$ cat config.mk
export PLATFORM = sky130hd
export DESIGN_NAME = pipe_stage_buf
export DESIGN_NICKNAME = d
export VERILOG_FILES = /design/src/rtl/pipe_stage_buf.sv
export SDC_FILE = /design/constraint.sdc
export NUM_CORES = 1
export LEC_CHECK = 0
export ABC_AREA = 1
export ABC_CLOCK_PERIOD_IN_PS = 3050
export CORE_MARGIN = 1.5
export CORE_UTILIZATION = 40
export DETAILED_ROUTE_END_ITERATION = 8
export PLACE_DENSITY = 0.67
export SLEW_MARGIN = 20
export SYNTH_ARGS = -nofsm -noshare
export SYNTH_HDL_FRONTEND = slang
export SYNTH_SLANG_ARGS = --single-unit
$ cat constraint.sdc
create_clock -name clk -period 3.05 [get_ports clk]
set_input_delay 0.4575 -clock clk [delete_from_list [all_inputs] [get_ports clk]]
set_output_delay 0.4575 -clock clk [all_outputs]
set_load 0.02 [all_outputs]
$ cat src/rtl/pipe_stage_buf.sv
// rtl/pipe_stage_buf.sv - elastic inter-stage skid buffer with flush, occupancy and stall statistics
module pipe_stage_buf #(
  parameter int DATA_W = 32,
  parameter int DEPTH  = 2,
  parameter int CNT_W  = 16
) (
  input  logic                     clk,
  input  logic                     rst,
  input  logic                     flush,
  input  logic                     in_valid,
  output logic                     in_ready,
  input  logic [DATA_W-1:0]        in_data,
  output logic                     out_valid,
  input  logic                     out_ready,
  output logic [DATA_W-1:0]        out_data,
  output logic [$clog2(DEPTH):0]   count,
  output logic [CNT_W-1:0]         stall_cycles,
  input  logic                     clr_stats
);

  localparam int PTR_W = $clog2(DEPTH);
  localparam int OCC_W = PTR_W + 1;
  localparam logic [OCC_W-1:0] FULL      = OCC_W'(DEPTH);
  localparam logic [CNT_W-1:0] STALL_MAX = '1;

  logic [DATA_W-1:0] mem [DEPTH];
  logic [PTR_W-1:0]  head;
  logic [PTR_W-1:0]  tail;
  logic              push;
  logic              pop;

  // Handshake outputs depend only on registered occupancy, never on the other side's inputs.
  assign in_ready  = (count != FULL);
  assign out_valid = (count != '0);
  assign out_data  = out_valid ? mem[head] : '0;

  assign push = in_valid && in_ready && !flush;
  assign pop  = out_valid && out_ready && !flush;

  always_ff @(posedge clk) begin
    if (push) begin
      mem[tail] <= in_data;
    end
  end

  always_ff @(posedge clk or negedge rst) begin
    if (!rst) begin
      head  <= '0;
      tail  <= '0;
      count <= '0;
    end else if (flush) begin
      head  <= '0;
      tail  <= '0;
      count <= '0;
    end else begin
      if (push) begin
        tail <= tail + PTR_W'(1);
      end
      if (pop) begin
        head <= head + PTR_W'(1);
      end
      if (push && !pop) begin
        count <= count + OCC_W'(1);
      end else if (pop && !push) begin
        count <= count - OCC_W'(1);
      end
    end
  end

  always_ff @(posedge clk or negedge rst) begin
    if (!rst) begin
      stall_cycles <= '0;
    end else if (clr_stats) begin
      stall_cycles <= '0;
    end else if (out_valid && !out_ready && !flush && (stall_cycles != STALL_MAX)) begin
      stall_cycles <= stall_cycles + CNT_W'(1);
    end
  end

endmodule
==> flow_summary.html <==
<table>
<tr><th>Metric</th><th>Value</th></tr>
<tr><th colspan="2">Run</th></tr>
<tr><td>Max Cap Violations</td><td>0</td></tr>
<tr><th colspan="2">Setup path</th></tr>
<tr><td>Capturing element type of the critical path</td><td>primary output</td></tr>
<tr><td>Delay contributed by the slowest stage of the critical path</td><td>580 ps</td></tr>
<tr><td>Worst EP arrival</td><td>2080 ps</td></tr>
<tr><td>CP startpoint kind</td><td>register</td></tr>
<tr><td>R2r startpoint</td><td>stall_cycles[0]</td></tr>
<tr><td>CP Data Required Time</td><td>2590 ps</td></tr>
<tr><td>Worst-case register-to-register setup slack</td><td>1160 ps</td></tr>
<tr><td>Critical Path, Cell by Cell</td><td>clkinv_1 -&gt; buf_12 -&gt; nand2_1 -&gt; a21oi_1 -&gt; clkdlybuf4s50_1</td></tr>
<tr><td>Category of the critical setup timing path</td><td>register to primary output</td></tr>
<tr><td>CP max-delay cell</td><td>sky130_fd_sc_hd__clkdlybuf4s50_1</td></tr>
<tr><td>Largest driver fanout on the critical path</td><td>21</td></tr>
<tr><td>Launching element of the worst setup path</td><td>head</td></tr>
<tr><th colspan="2">STA</th></tr>
<tr><td>Unrepaired setup endpoints after global routing</td><td>false</td></tr>
<tr><td>Relative max-transition margin</td><td>38.8%</td></tr>
<tr><td>Final slew viol count</td><td>0</td></tr>
<tr><td>Final period util</td><td>83.2%</td></tr>
<tr><td>Setup TNS</td><td>0 ps</td></tr>
<tr><td>Final-report hold violation count</td><td>0</td></tr>
<tr><td>Final setup vio count</td><td>0</td></tr>
<tr><td>Minimum hold slack</td><td>582 ps</td></tr>
<tr><td>Worst clock skew</td><td>9.92 ps</td></tr>
<tr><td>Final critical-path required period</td><td>2540 ps</td></tr>
<tr><td>Fmax</td><td>394 MHz</td></tr>
<tr><td>Slew at the pin closest to its max-slew limit</td><td>915 ps</td></tr>
<tr><th colspan="2">Clock tree</th></tr>
<tr><td>Clock latency at the later pin of the worst-skew pair</td><td>340 ps</td></tr>
<tr><td>Total of hold buffers inserted after clock tree synthesis</td><td>0</td></tr>
<tr><td>Bufs on Longest Clock Path</td><td>2</td></tr>
<tr><td>Total CTS buffers</td><td>9</td></tr>
<tr><td>Sinks on Clock Net</td><td>84</td></tr>
<tr><td>Clock transition time at the flip-flop clock pins of the worst setup and hold paths</td><td>80 ps</td></tr>
<tr><td>PostCTS Resize Cnt</td><td>0</td></tr>
<tr><td>Clock tree root driver cell</td><td>sky130_fd_sc_hd__clkbuf_8</td></tr>
<tr><td>CTS tree</td><td>done</td></tr>
<tr><td>Post-CTS Repair Setup Buffers</td><td>0</td></tr>
<tr><td>Maximum level of the CTS H-tree</td><td>3</td></tr>
<tr><th colspan="2">Power</th></tr>
<tr><td>Power Dens Cells</td><td>734 nW/um2</td></tr>
<tr><td>Part of the total power dissipated in sequential elements</td><td>38.6%</td></tr>
<tr><td>Total internal power</td><td>0.00235 W</td></tr>
<tr><td>Max VDD drop</td><td>0.441 mV</td></tr>
<tr><td>Power share of the clock group</td><td>23.8%</td></tr>
<tr><td>Total net switching power</td><td>0.00123 W</td></tr>
<tr><td>Net switching fraction of the power</td><td>34.4%</td></tr>
<tr><td>Leak</td><td>1.84 nW</td></tr>
<tr><td>Comb pwr share</td><td>37.6%</td></tr>
<tr><th colspan="2">Layout</th></tr>
<tr><td>Most common library cell in the layout ignoring fill and taps</td><td>sky130_fd_sc_hd__nand2_1</td></tr>
<tr><td>Number of nets in the layout</td><td>482</td></tr>
<tr><td>Layout fillers</td><td>783</td></tr>
<tr><td>Post-synthesis to final-layout area growth</td><td>34.2%</td></tr>
<tr><td>Area occupied by multi-input gates</td><td>1120 um2</td></tr>
<tr><td>Fraction of layout cells with a size suffix above 1</td><td>6.92%</td></tr>
<tr><td>Number of antenna diodes</td><td>0</td></tr>
<tr><td>Most frequent cells in the layout</td><td>135 x sky130_fd_sc_hd__nand2_1, 89 x sky130_fd_sc_hd__clkdlybuf4s50_1, 64 x sky130_fd_sc_hd__edfxtp_1</td></tr>
<tr><td>Register area</td><td>2420 um2</td></tr>
<tr><th colspan="2">Floorplanning</th></tr>
<tr><td>Count of boundary I/O pins</td><td>90</td></tr>
<tr><td>Placement row count</td><td>34</td></tr>
<tr><td>Initial Utilization</td><td>41.5%</td></tr>
<tr><td>Die Outline Area</td><td>9670 um2</td></tr>
<tr><td>Die Wd</td><td>98.4 um</td></tr>
<tr><td>Placeable core region</td><td>8760 um2</td></tr>
<tr><td>Vert. Die Dim</td><td>98.4 um</td></tr>
<tr><th colspan="2">Drt</th></tr>
<tr><td>Met3 wire length</td><td>652 um</td></tr>
<tr><td>Max Used Layer</td><td>met4</td></tr>
<tr><td>Final routed wire length divided by cell count</td><td>15.0 um</td></tr>
<tr><td>Sum of routed wire segments on met1</td><td>3.62 mm</td></tr>
<tr><td>DRC errors left</td><td>0</td></tr>
<tr><td>Count of nets left with antenna violations after detail routing</td><td>0</td></tr>
<tr><td>Per-cell via count in the routed design</td><td>4.99</td></tr>
<tr><td>Vias after detailed routing</td><td>2776</td></tr>
<tr><td>Metal2 WL</td><td>4.01 mm</td></tr>
<tr><td>Total Routed Length</td><td>8.35 mm</td></tr>
<tr><td>Drt first pass iters</td><td>5</td></tr>
<tr><td>Iteration-0 DRC Markers</td><td>128</td></tr>
<tr><th colspan="2">Synthesis</th></tr>
<tr><td>Post-Syn Instances</td><td>351</td></tr>
<tr><td>Average size of a mapped cell</td><td>10.4 um2</td></tr>
<tr><td>Total of flip-flops plus latches after synthesis</td><td>84</td></tr>
<tr><td>Summed instance area of the synthesized netlist</td><td>3640 um2</td></tr>
<tr><td>Post-synthesis sequential area ratio</td><td>66.6%</td></tr>
<tr><td>Unique masters post-synth</td><td>23</td></tr>
<tr><td>Number of warnings printed during yosys synthesis</td><td>0</td></tr>
<tr><td>Synthesized net count</td><td>390</td></tr>
<tr><th colspan="2">Status</th></tr>
<tr><td>Run status</td><td>finished clean</td></tr>
<tr><th colspan="2">GRT</th></tr>
<tr><td>Pin count of the biggest net entering global routing</td><td>34</td></tr>
<tr><td>Global-route wire length before repair</td><td>13.9 mm</td></tr>
<tr><td>Total congestion overflow</td><td>0</td></tr>
<tr><td>Via count of the first global-routing pass</td><td>2819</td></tr>
<tr><td>Number of antenna violations at the first check in global routing</td><td>0</td></tr>
<tr><td>Total routing resource utilization after global routing</td><td>18.3%</td></tr>
<tr><th colspan="2">Place</th></tr>
<tr><td>Buffers added on ports</td><td>89</td></tr>
<tr><td>Placer's final routability congestion estimate</td><td>0.839</td></tr>
<tr><td>Placed wire-length estimate</td><td>5.65 mm</td></tr>
<tr><th colspan="2">Worst hold path</th></tr>
<tr><td>Classification of the worst-slack hold path</td><td>register to register</td></tr>
<tr><td>Worst hold path startpoint</td><td>stall_cycles[1]</td></tr>
</table>
-- cell usage after synthesis --
cell	number	area, um2
sky130_fd_sc_hd__nand2_1	135	507
sky130_fd_sc_hd__edfxtp_1	64	1920
sky130_fd_sc_hd__a21oi_1	32	160
sky130_fd_sc_hd__dfrtp_1	20	500
sky130_fd_sc_hd__nor2_1	19	71.3
sky130_fd_sc_hd__nand4_1	16	100
sky130_fd_sc_hd__nand3_1	15	75.1
sky130_fd_sc_hd__clkbuf_1	11	41.3
sky130_fd_sc_hd__inv_1	10	37.5
sky130_fd_sc_hd__o21bai_1	4	30.0
sky130_fd_sc_hd__xor2_1	4	35.0
sky130_fd_sc_hd__nor2_4	3	33.8
sky130_fd_sc_hd__o21ai_0	3	15.0
sky130_fd_sc_hd__o21ai_1	3	15.0
sky130_fd_sc_hd__inv_2	2	7.51
sky130_fd_sc_hd__nor2_2	2	12.5
sky130_fd_sc_hd__or2_2	2	12.5
sky130_fd_sc_hd__buf_4	1	7.51
sky130_fd_sc_hd__buf_6	1	11.3
sky130_fd_sc_hd__clkinv_1	1	3.75
sky130_fd_sc_hd__ha_1	1	12.5
sky130_fd_sc_hd__nand2_2	1	6.26
sky130_fd_sc_hd__nor2_8	1	20.0
-- through the flow --
step	instances	instance area, um2	power, W	setup WS, ps	utilization (%)
floorplan	351	3640	0.00211	164	-
global placement	540	4670	0.00276	875	53.3
detailed placement	540	4670	0.00276	842	53.3
CTS	556	4880	0.00362	454	55.7
global route	556	4880	0.00378	336	55.7
finish	556	4880	0.00358	512	55.7
-- worst max-delay path: cells and delay by family, from the launching register on --
kind / cells / cell delay, ps
compound gates: 1 / 60
simple gates: 1 / 60
flops: 1 / 350
buf+inv: 3 / 1250
-- cells by family (layout without fill, tap and decap cells) --
logic type	Yosys count	in the layout	synth area share, %
compound gates	42	42	6.05
fa+ha+maj	1	1	0.344
flops	84	84	66.6
xor+xnor	4	4	0.963
simple gates	194	194	23.0
buf+inv	26	123	2.99
-- path summary, 6_finish.rpt --
| path | to | cells past startpoint |
|---|---|---|
| setup / recovery | out_data[20] | 5 |
| hold / removal | stall_cycles[1] | 2 |
| setup reg to reg | stall_cycles[11] | 9 |
| hold reg to reg | stall_cycles[1] | 2 |
| max in group asynchronous | stall_cycles[11] | 1 |
| min in group asynchronous | stall_cycles[3] | 1 |
-- final cells by class --
class / instances / area share [%]
Tap cell: 108 / 2.77
Timing Repair Buffer: 94 / 19.3
Sequential cell: 84 / 49.6
Inverter: 13 / 1.00
Clock inverter: 4 / 1.56
Clock buffer: 12 / 2.77
Multi-Input combinational cell: 241 / 23.0
-- flip-flops by register name, indices dropped and copies added (netlist names) --
name and cells:
stall_cycles 16, mem 64, tail 1, count 2
head 1
-- power groups by stage --
stage	sequential (W)	combinational (W)	clock, W
3_5_place_dp	0.00140	0.00136	0
4_1_cts	0.00138	0.00137	0.000869
3_3_place_gp	0.00140	0.00135	0
2_1_floorplan	0.00141	0.000697	0
5_1_grt	0.00139	0.00146	0.000925
6_report	0.00138	0.00135	0.000853
-- per-layer routing --
metal / vias up / global-route usage [%]
li1: 1379 / -
met3: 6 / 7.02
met1: 1292 / 24.3
met5: - / 0
met4: 0 / 5.31
met2: 99 / 28.1
Note: power is estimated with default switching activity, not from simulation.
==> RTL change 1 (same flow settings) <==
`DATA_W`: 32 -> 24.
--- a/src/rtl/pipe_stage_buf.sv
+++ b/src/rtl/pipe_stage_buf.sv
@@ -1,5 +1,5 @@
 // rtl/pipe_stage_buf.sv - elastic inter-stage skid buffer with flush, occupancy and stall statistics
 module pipe_stage_buf #(
-  parameter int DATA_W = 32,
+  parameter int DATA_W = 24,
   parameter int DEPTH  = 2,
   parameter int CNT_W  = 16
Interface: changed (resized in_data and out_data); port bits go from 90 to 74. No check against the original RTL was run, so the function may have changed too.
==> RTL change 1 against the unedited design <==
Combinational power fell by 21%; maximum frequency rose by 0.59%; sequential cell count fell by 16; first-iteration DRC count rose by 28%; non-clock buffer count fell by 16; count of clock-buffer cells in the layout fell by 1; sequential share of layout area fell by 2.2 points; power fell by 20%; core utilization rose by 0.095 points; register-to-register slack barely moved; routed wire length fell by 20%; final area fell by 16%; area after synthesis fell by 16%; highest routed layer unchanged; worst setup slack improved by 0.015 ns.
==> RTL change 1: results (changes against the unedited design) <==
number of port buffers - 73 (-18%)
fraction of synthesized cell area in xor and xnor cells - 0.0115 (+0.00183)
Post CTS Setup Buffer Count - 0 (unchanged)
number of detailed-route iterations in the first pass - 4 (-1)
switching power - 1000 uW (-19%)
CP Launch Type - register
number of synthesized flops with an enable pin - 48 (-25%)
Pleak - 0.00158 uW (-14%)
Final Wtd Congestion - 0.863 (+2.9%)
syn_nets - 341 (-13%)
vias in the first global route - 2,343 (-17%)
Final HPWL DP - 4.47 mm (-21%)
Post-Synth Adder-Cell Area - 0.00410 (+0.000655)
Post-synth top cells - nand2_1, edfxtp_1, a21oi_1, dfrtp_1, nor2_1
Synth Area in Compound Gates - 0.0581 (-0.00239)
leading post-synthesis cells by cell area - edfxtp_1, dfrtp_1, nand2_1, a21oi_1, nand4_1
Via-to-Cell Ratio - 4.86 (-2.6%)
antenna cell count - 0 (unchanged)
nets - 420 (-13%)
worst vdd rail ir drop - 0.375 mV (-15%)
asr flop ratio synth - 0.294 (+0.0560)
DRT iter0 DRCs - 164 (+28%)
GRT Total Usage - 0.173 (-0.0100)
CP Max Fanout - 14 (-33%)
share of cells above drive strength 1 - 0.0840 (+0.0148)
first-pass GRT wire length - 11.0 mm (-21%)
Arr. time, crit path - 2.07 ns
pin count of the biggest net entering global routing - 26 (-24%)
clk_skew - 0.00849 ns (-0.00143 ns)
ANT nets after route - 0 (unchanged)
placed cell areas - 3910 sq um (-16%)
H-tree levels - 3 (unchanged)
status - completed
slowest stage delay, CP - 0.63 ns (+0.05 ns)
WL/cell - 13.5 um (-10%)
post-synthesis sequential area ratio - 0.636 (-0.0304)
clock tree root driver cell - clkbuf_8
max_slew headroom - 0.395 (+0.00715)
Unique masters post-synth - 25 (+8.7%)
Largest regs - mem x48, stall_cycles x16, count x2
## RTL change 1: area by class of cell
cell class / count / area, sq um
Fill cell: 624 / 3240
Sequential cell: 68 / 1940
Multi-Input combinational cell: 218 / 1020
Timing Repair Buffer: 78 / 768
Clock buffer: 11 / 131
Tap cell: 99 / 124
Inverter: 14 / 52.6
Clock inverter: 4 / 51.3
## RTL change 1: through the flow
step	util	instances	power, uW	hold WS, ns	setup WS (ns)
6_report	0.558	492	2880	0.533	0.527
5_1_grt	0.558	492	3050	0.567	0.385
4_1_cts	0.558	492	2920	0.542	0.484
3_5_place_dp	0.533	477	2200	0.523	0.888
3_3_place_gp	0.533	477	2200	0.516	0.874
2_1_floorplan	-	310	1700	0.162	0.516
## RTL change 1: power groups by stage
stage                     combinational (uW)  clock [uW]  sequential (uW)
after floorplan                          554           0             1140
after global placement                  1070           0             1130
after detailed placement                1070           0             1130
after CTS                               1080         720             1110
after global routing                    1150         772             1120
final                                   1070         703             1110
## RTL change 1: worst max-delay path: cells and delay by family, from the launching register on
family	cells	cell delay (ns)
flip-flops	1	0.38
AO/OA/AOI/OAI	1	0.17
buffers and inverters	3	1.11
AND/OR/NAND/NOR	1	0.08
## RTL change 1: cells by family after synthesis
family,after synthesis
AND/OR/NAND/NOR,179
XOR/XNOR,4
buffers and inverters,24
flip-flops,68
AO/OA/AOI/OAI,34
adder cells (fa/ha/maj),1
## RTL change 1: worst paths after layout
path,slack [ns],from,end,cells after the start
max in group asynchronous,1.86,rst,tail,1
min in group asynchronous,0.62,rst,stall_cycles[2],1
hold reg to reg,0.53,stall_cycles[1],stall_cycles[1],2
setup / recovery,0.53,head,out_data[14],5
setup reg to reg,1.16,stall_cycles[0],stall_cycles[0],7
hold / removal,0.53,stall_cycles[1],stall_cycles[1],2
## RTL change 1: layer usage
metal  track usage  share of wire  up-vias
li1              -              -     1207
met1         0.212           0.46     1100
met2         0.277           0.47       77
met3        0.0640          0.063        8
met4        0.0688          0.012        0
met5             0              0        -
==> RTL change 2 (same flow settings) <==
Made on the original files. Put one more register stage on the output `count`, with the module's reset. The value now appears one clock later. The other outputs are not delayed to match.
--- a/src/rtl/pipe_stage_buf.sv
+++ b/src/rtl/pipe_stage_buf.sv
@@ -24,4 +24,6 @@
   localparam logic [CNT_W-1:0] STALL_MAX = '1;
 
+  logic [$clog2(DEPTH):0] count_s0;
+
   logic [DATA_W-1:0] mem [DEPTH];
   logic [PTR_W-1:0]  head;
@@ -31,6 +33,6 @@
 
   // Handshake outputs depend only on registered occupancy, never on the other side's inputs.
-  assign in_ready  = (count != FULL);
-  assign out_valid = (count != '0);
+  assign in_ready  = (count_s0 != FULL);
+  assign out_valid = (count_s0 != '0);
   assign out_data  = out_valid ? mem[head] : '0;
 
@@ -48,9 +50,9 @@
       head  <= '0;
       tail  <= '0;
-      count <= '0;
+      count_s0 <= '0;
     end else if (flush) begin
       head  <= '0;
       tail  <= '0;
-      count <= '0;
+      count_s0 <= '0;
     end else begin
       if (push) begin
@@ -61,7 +63,7 @@
       end
       if (push && !pop) begin
-        count <= count + OCC_W'(1);
+        count_s0 <= count_s0 + OCC_W'(1);
       end else if (pop && !push) begin
-        count <= count - OCC_W'(1);
+        count_s0 <= count_s0 - OCC_W'(1);
       end
     end
@@ -78,3 +80,11 @@
   end
 
+  always_ff @(posedge clk or negedge rst) begin
+    if (!rst) begin
+      count <= '0;
+    end else begin
+      count <= count_s0;
+    end
+  end
+
 endmodule
Check against the original RTL: not equivalent (Yosys sat finds a counterexample within 4 cycles, from zero or initial values and one cycle with rst low).
==> RTL change 2 against the unedited design <==
First-iteration DRC count is 11% lower; final area is 1.0% higher; area after synthesis is 1.5% higher; sequential cell count is 2 higher; synthesized cell count is 2.3% higher; power is 0.89% higher; worst setup slack worse by 0.040 ns; routed wire length is 3.9% lower; critical path type unchanged; largest power group unchanged.
==> RTL change 2: results (changes against the unedited design) <==
CP Max Fanout - 34 (+62%)
WL/cell - 14.2 um (-5.3%)
syn_nets - 398 (+2.1%)
Filler cells - 785 (+0.26%)
number of detailed-route iterations in the first pass - 5 (unchanged)
asr flop ratio synth - 0.256 (+0.0177)
Final Wtd Congestion - 0.854 (+1.8%)
vias in the first global route - 2,805 (-0.50%)
worst slew pin tran - 0.595 ns (-0.320 ns)
share of cells above drive strength 1 - 0.0746 (+0.00536)
post-synthesis sequential area ratio - 0.669 (+0.00340)
first-pass GRT wire length - 13.1 mm (-5.9%)
GRT Total Usage - 0.172 (-0.0112)
DRT iter0 DRCs - 114 (-11%)
Via-to-Cell Ratio - 4.98 (-0.35%)
Final HPWL DP - 5.35 mm (-5.3%)
nets - 490 (+1.7%)
Unique masters post-synth - 24 (+4.3%)
Reg area - 2470 sq um (+2.1%)
number of port buffers - 89 (unchanged)
status - completed
Pleak - 0.00186 uW (+1.2%)
placed cell areas - 4700 sq um (+0.78%)
worst vdd rail ir drop - 0.504 mV (+14%)
CTS Buf Count - 9 (unchanged)
Largest regs - mem x64, stall_cycles x16
pin count of the biggest net entering global routing - 35 (+2.9%)
clk_skew - 0.00825 ns (-0.00166 ns)
leading post-synthesis cells by cell area - edfxtp_1, dfrtp_1, nand2_1, a21oi_1, nand4_1
Post-synth top cells - nand2_1, edfxtp_1, a21oi_1, dfrtp_1, nor2_1
RTL change 2: cell types whose count changed after synthesis, moves of 2 or more:
cell     change
o21ai_0      +4
o21ai_1      -2
nor2_1       +3
nand2_1      +6
dfrtp_1      +2
nand3_1      -5
inv_1        +3
nand4_1      -2
RTL change 2: cell families (layout without fill, tap and decap cells):
| family | Yosys count | in the layout | synth area share |
|---|---|---|---|
| and+or+nand+nor | 196 | 196 | 0.226 |
| DFF | 86 | 86 | 0.669 |
| AOI/OAI and AO/OA | 43 | 43 | 0.0603 |
| buffers and inverters | 29 | 126 | 0.0318 |
| xor gates and xnor gates | 4 | 4 | 0.00948 |
| adders and majority gates | 1 | 1 | 0.00339 |
RTL change 2: timing repair:
action | in CTS | in global routing
endpoints found under the hold margin | 0 | 0
resized for setup | 0 | 1
endpoints found under the setup margin | 0 | 26
hold buffers | 0 | 0
RTL change 2: final cells by class:
type                    instances  share of cell area
clock buffers                  10              0.0259
clock inverters                 6              0.0190
inverters                      16              0.0129
multi-input cells             244               0.225
flip-flops and latches         86               0.502
well taps                     108              0.0274
repair buffers                 94               0.188
RTL change 2: path summary, 6_finish.rpt:
| kind | start | endpoint | slack, ns | depth (start not counted) |
|---|---|---|---|---|
| setup / recovery | head | out_data[21] | 0.47 | 4 |
| hold / removal | count_s0[0] | count[0] | 0.45 | 0 |
| setup reg to reg | count_s0[0] | mem[0][10] | 1.24 | 7 |
| hold reg to reg | count_s0[0] | count[0] | 0.45 | 0 |
| max in group asynchronous | rst | stall_cycles[10] | 2.37 | 2 |
| min in group asynchronous | rst | stall_cycles[7] | 0.46 | 2 |
RTL change 2: layer usage:
| layer | vias to the layer above | share of wire | GRT usage |
|---|---|---|---|
| met4 | 0 | 0.0059 | 0.0444 |
| met2 | 96 | 0.48 | 0.275 |
| met3 | 4 | 0.070 | 0.0569 |
| met5 | - | 0 | 0 |
| li1 | 1393 | - | - |
| met1 | 1313 | 0.45 | 0.227 |
RTL change 2: power breakdown:
| group | total (uW) | internal, uW | switching (uW) |
|---|---|---|---|
| Sequential | 1420 | 1370 | 46.2 |
| Combinational | 1320 | 532 | 790 |
| Clock | 872 | 467 | 404 |
| Total | 3610 | 2370 | 1240 |
RTL change 2: metrics by stage:
step	instances	setup WS [ns]	power (uW)
2_1_floorplan	359	0.318	2150
3_3_place_gp	548	0.517	2780
3_5_place_dp	548	0.488	2780
4_1_cts	564	0.116	3660
5_1_grt	564	0.303	3810
6_report	564	0.472	3610
RTL change 2: worst max-delay path, stage by stage, from the launching register on:
cell             delay (ns)
dfrtp_1                0.41
clkinvlp_4             0.42
nand2_1                0.09
a21oi_1                0.20
clkdlybuf4s50_1        0.64
